File: config.mk
export PLATFORM = sky130hd
export DESIGN_NAME = servo_valve_sequencer
export DESIGN_NICKNAME = d
export VERILOG_FILES = /design/src/rtl/servo_valve_sequencer.sv
export SDC_FILE = /design/constraint.sdc
export NUM_CORES = 1
export LEC_CHECK = 0
export BUFFER_PORTS_ARGS = -buffer_cell sky130_fd_sc_hd__clkbuf_2
export CAP_MARGIN = 20
export CORE_ASPECT_RATIO = 1.75
export CORE_MARGIN = 8
export CORE_UTILIZATION = 40
export CTS_CLUSTER_DIAMETER = 60
export CTS_CLUSTER_SIZE = 16
export DETAILED_ROUTE_END_ITERATION = 8
export GPL_TIMING_DRIVEN = 0
export PLACE_DENSITY_LB_ADDON = 0.08
export SLEW_MARGIN = 20
export SYNTH_ARGS = -nofsm -noshare
export SYNTH_HDL_FRONTEND = slang
export SYNTH_SLANG_ARGS = --single-unit
export TNS_END_PERCENT = 5
File: constraint.sdc
create_clock -name clk -period 3.1 [get_ports clk]
set_clock_uncertainty 0.15 [all_clocks]
set_input_delay 0.465 -clock clk [delete_from_list [all_inputs] [get_ports clk]]
set_output_delay 0.465 -clock clk [all_outputs]
set_load 0.005 [all_outputs]
File: src/rtl/servo_valve_sequencer.sv
// ---------------------------------------------------------------------------
// servo_valve_sequencer
//
// Timed valve-actuation sequencer feeding set_bit of the downstream servo PWM
// interface. A one-cycle start opens the valve, lets it settle for SETTLE_MS,
// holds it for the latched dur_ms, closes it, lets it settle for SETTLE_MS
// again and then pulses done. abort forces an early close (with a full close
// settle) while the valve is opening or holding.
//
// Parameters
//   TICK_DIV  : clk cycles per 1 ms tick (>= 2)
//   SETTLE_MS : servo travel/settle time in ms after open and after close (>= 1)
//   DUR_W     : width of dur_ms and of the phase counter
//
// Ports
//   clk      in   system clock, rising edge
//   clr_n    in   asynchronous active-low reset
//   start    in   open command, sampled only in IDLE (or on the completing edge)
//   dur_ms   in   hold time in ms, latched when start is accepted
//   abort    in   force early close, level-sampled in OPEN_SETTLE / HOLD
//   set_bit  out  valve-open request (1 = open)
//   busy     out  sequence in progress
//   done     out  one-cycle completion pulse
//   aborted  out  last sequence ended via abort (valid from done on)
// ---------------------------------------------------------------------------
module servo_valve_sequencer #(
    parameter int TICK_DIV  = 100000,
    parameter int SETTLE_MS = 300,
    parameter int DUR_W     = 16
) (
    input  logic             clk,
    input  logic             clr_n,
    input  logic             start,
    input  logic [DUR_W-1:0] dur_ms,
    input  logic             abort,
    output logic             set_bit,
    output logic             busy,
    output logic             done,
    output logic             aborted
);

    localparam int PW = (TICK_DIV > 2) ? $clog2(TICK_DIV) : 1;
    localparam logic [PW-1:0]    PRE_LAST  = PW'(TICK_DIV - 1);
    localparam logic [DUR_W-1:0] SETTLE_LD = DUR_W'(SETTLE_MS);

    typedef enum logic [1:0] {
        IDLE         = 2'd0,
        OPEN_SETTLE  = 2'd1,
        HOLD         = 2'd2,
        CLOSE_SETTLE = 2'd3
    } state_e;

    state_e           state_q,   state_d;
    logic [PW-1:0]    pre_q,     pre_d;
    logic [DUR_W-1:0] phase_q,   phase_d;
    logic [DUR_W-1:0] dur_q,     dur_d;
    logic             ab_q,      ab_d;      // current sequence was aborted
    logic             set_bit_q, set_bit_d;
    logic             busy_q,    busy_d;
    logic             done_q,    done_d;
    logic             aborted_q, aborted_d;

    logic tick_s;
    logic phase_end_s;

    // Millisecond tick and end-of-phase detection
    always_comb begin
        tick_s      = (pre_q == PRE_LAST);
        phase_end_s = tick_s && (phase_q == DUR_W'(1));
    end

    // Next-state logic for the sequencer and its registered outputs
    always_comb begin
        state_d   = state_q;
        dur_d     = dur_q;
        ab_d      = ab_q;
        set_bit_d = set_bit_q;
        busy_d    = busy_q;
        done_d    = 1'b0;
        aborted_d = aborted_q;

        // Free-running prescaler/phase countdown while a phase is active;
        // every state entry below overrides these with fresh values.
        if (state_q == IDLE) begin
            pre_d   = {PW{1'b0}};
            phase_d = phase_q;
        end else if (tick_s) begin
            pre_d   = {PW{1'b0}};
            phase_d = phase_q - DUR_W'(1);
        end else begin
            pre_d   = pre_q + PW'(1);
            phase_d = phase_q;
        end

        case (state_q)
            IDLE: begin
                // abort is ignored here, start always wins
                if (start) begin
                    state_d   = OPEN_SETTLE;
                    dur_d     = dur_ms;
                    ab_d      = 1'b0;
                    aborted_d = 1'b0;
                    set_bit_d = 1'b1;
                    busy_d    = 1'b1;
                    pre_d     = {PW{1'b0}};
                    phase_d   = SETTLE_LD;
                end else begin
                    state_d = IDLE;
                end
            end
            OPEN_SETTLE: begin
                // abort takes priority over a coincident end of the open settle
                if (abort || (phase_end_s && (dur_q == {DUR_W{1'b0}}))) begin
                    state_d   = CLOSE_SETTLE;
                    ab_d      = abort;
                    set_bit_d = 1'b0;
                    pre_d     = {PW{1'b0}};
                    phase_d   = SETTLE_LD;
                end else if (phase_end_s) begin
                    state_d = HOLD;
                    pre_d   = {PW{1'b0}};
                    phase_d = dur_q;
                end else begin
                    state_d = OPEN_SETTLE;
                end
            end
            HOLD: begin
                if (abort || phase_end_s) begin
                    state_d   = CLOSE_SETTLE;
                    ab_d      = abort;
                    set_bit_d = 1'b0;
                    pre_d     = {PW{1'b0}};
                    phase_d   = SETTLE_LD;
                end else begin
                    state_d = HOLD;
                end
            end
            CLOSE_SETTLE: begin
                if (phase_end_s) begin
                    done_d    = 1'b1;
                    aborted_d = ab_q;
                    // A start already high on the completing edge restarts
                    // immediately, so a held start gives back-to-back
                    // sequences with exactly one close-settle of valve-closed
                    // time. aborted keeps reporting the finished sequence.
                    if (start) begin
                        state_d   = OPEN_SETTLE;
                        dur_d     = dur_ms;
                        ab_d      = 1'b0;
                        set_bit_d = 1'b1;
                        busy_d    = 1'b1;
                        pre_d     = {PW{1'b0}};
                        phase_d   = SETTLE_LD;
                    end else begin
                        state_d = IDLE;
                        busy_d  = 1'b0;
                    end
                end else begin
                    state_d = CLOSE_SETTLE;
                end
            end
            default: begin
                state_d   = IDLE;
                set_bit_d = 1'b0;
                busy_d    = 1'b0;
                pre_d     = {PW{1'b0}};
            end
        endcase
    end

    // State and output registers; reset discards any sequence in flight
    always_ff @(posedge clk or negedge clr_n) begin
        if (!clr_n) begin
            state_q   <= IDLE;
            pre_q     <= {PW{1'b0}};
            phase_q   <= {DUR_W{1'b0}};
            dur_q     <= {DUR_W{1'b0}};
            ab_q      <= 1'b0;
            set_bit_q <= 1'b0;
            busy_q    <= 1'b0;
            done_q    <= 1'b0;
            aborted_q <= 1'b0;
        end else begin
            state_q   <= state_d;
            pre_q     <= pre_d;
            phase_q   <= phase_d;
            dur_q     <= dur_d;
            ab_q      <= ab_d;
            set_bit_q <= set_bit_d;
            busy_q    <= busy_d;
            done_q    <= done_d;
            aborted_q <= aborted_d;
        end
    end

    assign set_bit = set_bit_q;
    assign busy    = busy_q;
    assign done    = done_q;
    assign aborted = aborted_q;

endmodule

# Word-level counts from Yosys, hierarchy flattened
# Cells that the tools add are included.
# word_totals
regBits	56
input_bits	20
elab_cells	74
# classes
n_addsub	2
n_eq_ne	9
mux	44
reduce_logical	10
# op_table
op	n
$mux 16	9
$mux 17	7
$pmux 17 s4	1
$pmux 16 s4	1
$pmux 16 s2	1
$add 17x1->17 const B	1
$eq 17x17->1 const B	1
$mux 1	17
$eq 16x1->1 const B	1
$logic_not 16->1	1
$sub 16x1->16 const B	1
$ne 2x2->1 const B	4
$pmux 1 s4	2
$pmux 2 s4	1
$mux 2	3
$reduce_and 3->1	2
$eq 2x2->1 const B	2
$pmux 1 s2	2
$eq 2x1->1 const B	1
$logic_and 1x1->1	2
$logic_not 2->1	1
$logic_or 1x1->1	2
$reduce_and 2->1	1
$reduce_bool 2->1	1

# Longest topological paths before layout
# depth
word_depth	6
depth_mapped	10
mapped_depth_nobuf	8

# Worst setup path before layout
# OpenSTA, ideal clock, no wires.
# synth_path
path_kind	register -> register
start	register pre_q[0]
end	register dur_q[10]
setup_ns	0.125
arrival_time_ns	2.042
t_required_ns	2.825
setup_slack_ns	0.784
stages_incl_launch_ff	9
n_path_buf	2
synth_period_minus_slack_ns	2.316
cell_sequence	dfrtp_1 ha_1 and4_1 buf_2 and4_1 and3_4 o21ai_4 buf_6 mux2_2
# synth_via
elab_chain_len	4
# synth_lines
item	line_no	text
start, declared	54	logic [PW-1:0] pre_q, pre_d;
start signal, assigned	175	pre_q <= {PW{1'b0}};
start signal, assigned	185	pre_q <= pre_d;
$eq 17x17->1	68	tick_s = (pre_q == PRE_LAST);
$logic_and 1x1->1	69	phase_end_s = tick_s && (phase_q == DUR_W'(1));
$ne 2x2->1 (no line)	--	
$reduce_and 2->1 (no line)	--	
end signal, assigned	177	dur_q <= {DUR_W{1'b0}};
end signal, assigned	187	dur_q <= dur_d;
end, declared	56	logic [DUR_W-1:0] dur_q, dur_d;
# Every way passes these cells.
# A chain may end at the register's enable or synchronous reset.

# Worst setup path after layout
# layout_path
start	register state_q[0]
end	register phase_q[2]
# layout_via
elab_chain_len	5
elab_cells_between_ends	11
classes_between	3 x eq/ne; 7 x mux; 1 x reduce/logical
# layout_lines
item	line_no	text
start, declared	53	state_e state_q, state_d;
start signal, assigned	184	state_q <= state_d;
$logic_not 2->1	84, 95	
$mux 16	84	if (state_q == IDLE) begin
$mux 16 (on tied branches)	98, 146, 119	
$mux 16 (on tied branches)	139, 113	
$pmux 16 s4 (*)	95	case (state_q)
net phase_d[2]	55	logic [DUR_W-1:0] phase_q, phase_d;
end signal, assigned	176	phase_q <= {DUR_W{1'b0}};
end signal, assigned	186	phase_q <= phase_d;
end, declared	55	
# The timed path passes the listed nets; every way through them passes the cells marked *.

==> results.md <==
- #FFs+latches synth: 56
- Slew margin rel.: 54.7%
- CTS tree: built
- Post-Syn Area: 3500 µm²
- Worst Hold Class: in2reg
- I/O Buffers: 22
- Setup TNS Final: 0 ns
- Worst-path clk slew: 0.07 ns
- Post-synth top cells: dfrtp_1, nor2_1, nand2_1
- Max cap viols: 0
- Top-count cell post-synth: dfrtp_1
- Fraction of layout cells with a size suffix above 1: 17.5%
- Via count of the first global-routing pass: 2,955
- Syn_area_per_cell: 9.51 µm²
- Die Area: 12,100 µm²
- Top cell type by total area after synthesis: dfrtp_1
- Final hold viol count: 0
- # fillers: 861
- P&R area growth vs syn: 13.5%
- Num ports: 24
- Area after DPL: 3780 µm²
- Initial core utilization: 40.6%
- H-tree levels: 2
- Top-area cell type share of the netlist area: 40.0%
- Clk sinks: 56
- Final #Nets: 426
- Post-synthesis net count: 395
- Via density: 5.63
- Total power: 3.02 mW
- CORE AREA: 8610 µm²
- DRC errors left: 0
- Drt first pass iters: 4
- All-Layer GR Usage: 16.8%
- Placement Rows: 45
- Startpoint Class: register
- Avg WL per Cell: 19.0 µm
- Synth Instances: 368
- Ys async rst share: 100%
- Clock latency on the worst-skew pair: 0.30 ns
- Die H: 140 µm
- Non-Filler Instances: 516
- EDFF count, synth: 0
- Most used cell, CP: clkbuf_1
- Initial antenna violation count: 0
- Die Wd: 86.7 µm
- Ys flop type: dfrtp_1
- Slowest-stage cell, CP: clkbuf_1
- Critical path class: reg2reg
- Design Area, Final: 3980 µm²
- CP Data Required Time: 3.13 ns
- Drt total wl: 9790 µm
- Post-synthesis sequential area ratio: 40.0%
- RePlAce Congestion: 0.902
- Leakage: 1.67 nW
- ANT nets after route: 0
- Ys Warns: 0
- RSZ-0062 raised after global routing: false
- Initial drt markers: 219
- Post-route minimum period: 2.78 ns
- Least-Margin Pin Slew: 0.670 ns
- CTS Root Buffer Type: clkbuf_16
- Via count: 2,907
- Max Clk Rate: 359 MHz
- Worst VDD drop: 0.000342 V
- Final period util: 89.8%
- # Post-CTS Setup Buffers: 0
- Storage element area: 1400 µm²
- Placed wire-length estimate: 7470 µm
- Cell chain of the critical path: inv_1 -> ha_1 -> clkbuf_1 -> inv_1 -> clkbuf_1 -> clkbuf_1 -> o21ai_0 -> a311oi_1 -> nor2_1
- Worst EP arrival: 2.82 ns
- Final Setup Violations: 0
- Grt total ovfl: 0
- Placed instance count: 508
- Status: complete, no violations
- Clock Tree Buf Depth: 2
- N_diodes: 0
- CP max stage delay: 0.48 ns
- Global-route wire length before repair: 15,800 µm
- Max-slew violation count: 0
- Netlist cell types: 61
- Crit end category: register
- Largest fanout on the critical path: 10
- Pin count of the biggest net entering global routing: 35
- PD cells: 759 nW/µm²
- Area of the multi-input gates: 1930 µm²
- Top cells by area, synth: dfrtp_1, mux2_2, a21oi_1, nor2_1, xor2_1
- TritonCTS Buffers: 5
==> worst max-delay path: cells and delay by family (launching register included) <==
family / cells / cell delay, ns
adder cells (fa/ha/maj): 1 / 0.19
flip-flops: 1 / 0.38
AO/OA/AOI/OAI: 2 / 0.51
buffers and inverters: 5 / 1.40
AND/OR/NAND/NOR: 1 / 0.06
==> per-layer routing <==
layer	up-vias	share of wire, %	global-route usage, %
met5	-	0	0
met1	1399	36	17.3
met2	73	56	31.5
met4	0	3.8	7.67
met3	26	4.0	2.77
li1	1409	-	-
==> layout make-up <==
class                   instances  share of cell area, %
repair buffers                 24                   3.59
clock buffers                   5                   3.15
plain buffers                  19                   3.15
clock inverters                 2                   1.51
flip-flops and latches         56                   35.3
inverters                      13                   1.23
well taps                     117                   3.68
multi-input cells             280                   48.4
==> path summary, 6_finish.rpt <==
| kind | start | endpoint | slack (ns) | cells after the start |
|---|---|---|---|---|
| min in group asynchronous | clr_n | aborted | 0.48 | 2 |
| hold reg to reg | pre_q[0] | pre_q[0] | 0.33 | 1 |
| hold / removal | dur_ms[9] | dur_q[9] | 0.24 | 2 |
| max in group asynchronous | clr_n | phase_q[15] | 1.83 | 3 |
| setup / recovery | state_q[0] | phase_q[2] | 0.32 | 9 |
| setup reg to reg | state_q[0] | phase_q[2] | 0.32 | 9 |
==> layout by cell type (no fill, tap or decap), drive strengths merged, types with 6 or more instances in the layout <==
cell and count:
clkbuf 36, nand3 15, xor2 14, o21ai 14, a21oi 30, ha 7
mux2 16, nor3 9, and3 6, inv 13, nand2 31, nand4 10
buf 11, nor4 14, xnor2 7, dfrtp 56, nor2 37
==> cell families after synthesis <==
group	count (synthesis)	synth area share (%)
simple gates	149	24.5
compound gates	85	16.9
flops	56	40.0
buf+inv	32	4.97
xor+xnor	21	5.25
mux	18	5.83
fa+ha+maj	7	2.50
==> power by group <==
part           switching, mW  internal, mW
Combinational          0.719         0.472
Clock                  0.267         0.459
Sequential             0.189         0.910
Total                   1.18          1.84
==> repair_timing <==
action | CTS | global route
hold buffers | 1 | 0
hold endpoints to repair | 22 | 0
resized for setup | 0 | 0
endpoints found under the setup margin | 0 | 0
==> stage by stage <==
step	hold WS (ns)	utilization [%]	setup WS, ns
2_1_floorplan	0.0194	-	0.784
3_3_place_gp	0.324	43.6	0.307
3_5_place_dp	0.270	43.9	0.318
4_1_cts	0.241	46.1	0.310
5_1_grt	0.242	46.1	0.0166
6_report	0.245	46.1	0.317
==> sequential cells by signal, indices dropped and copies added, names as in the netlist <==
name and flops:
ab_q 1, pre_q 17, state_q 2, aborted 1
busy 1, dur_q 16, set_bit 1, phase_q 16
done 1
No activity file was read; power rests on OpenSTA's default activity.
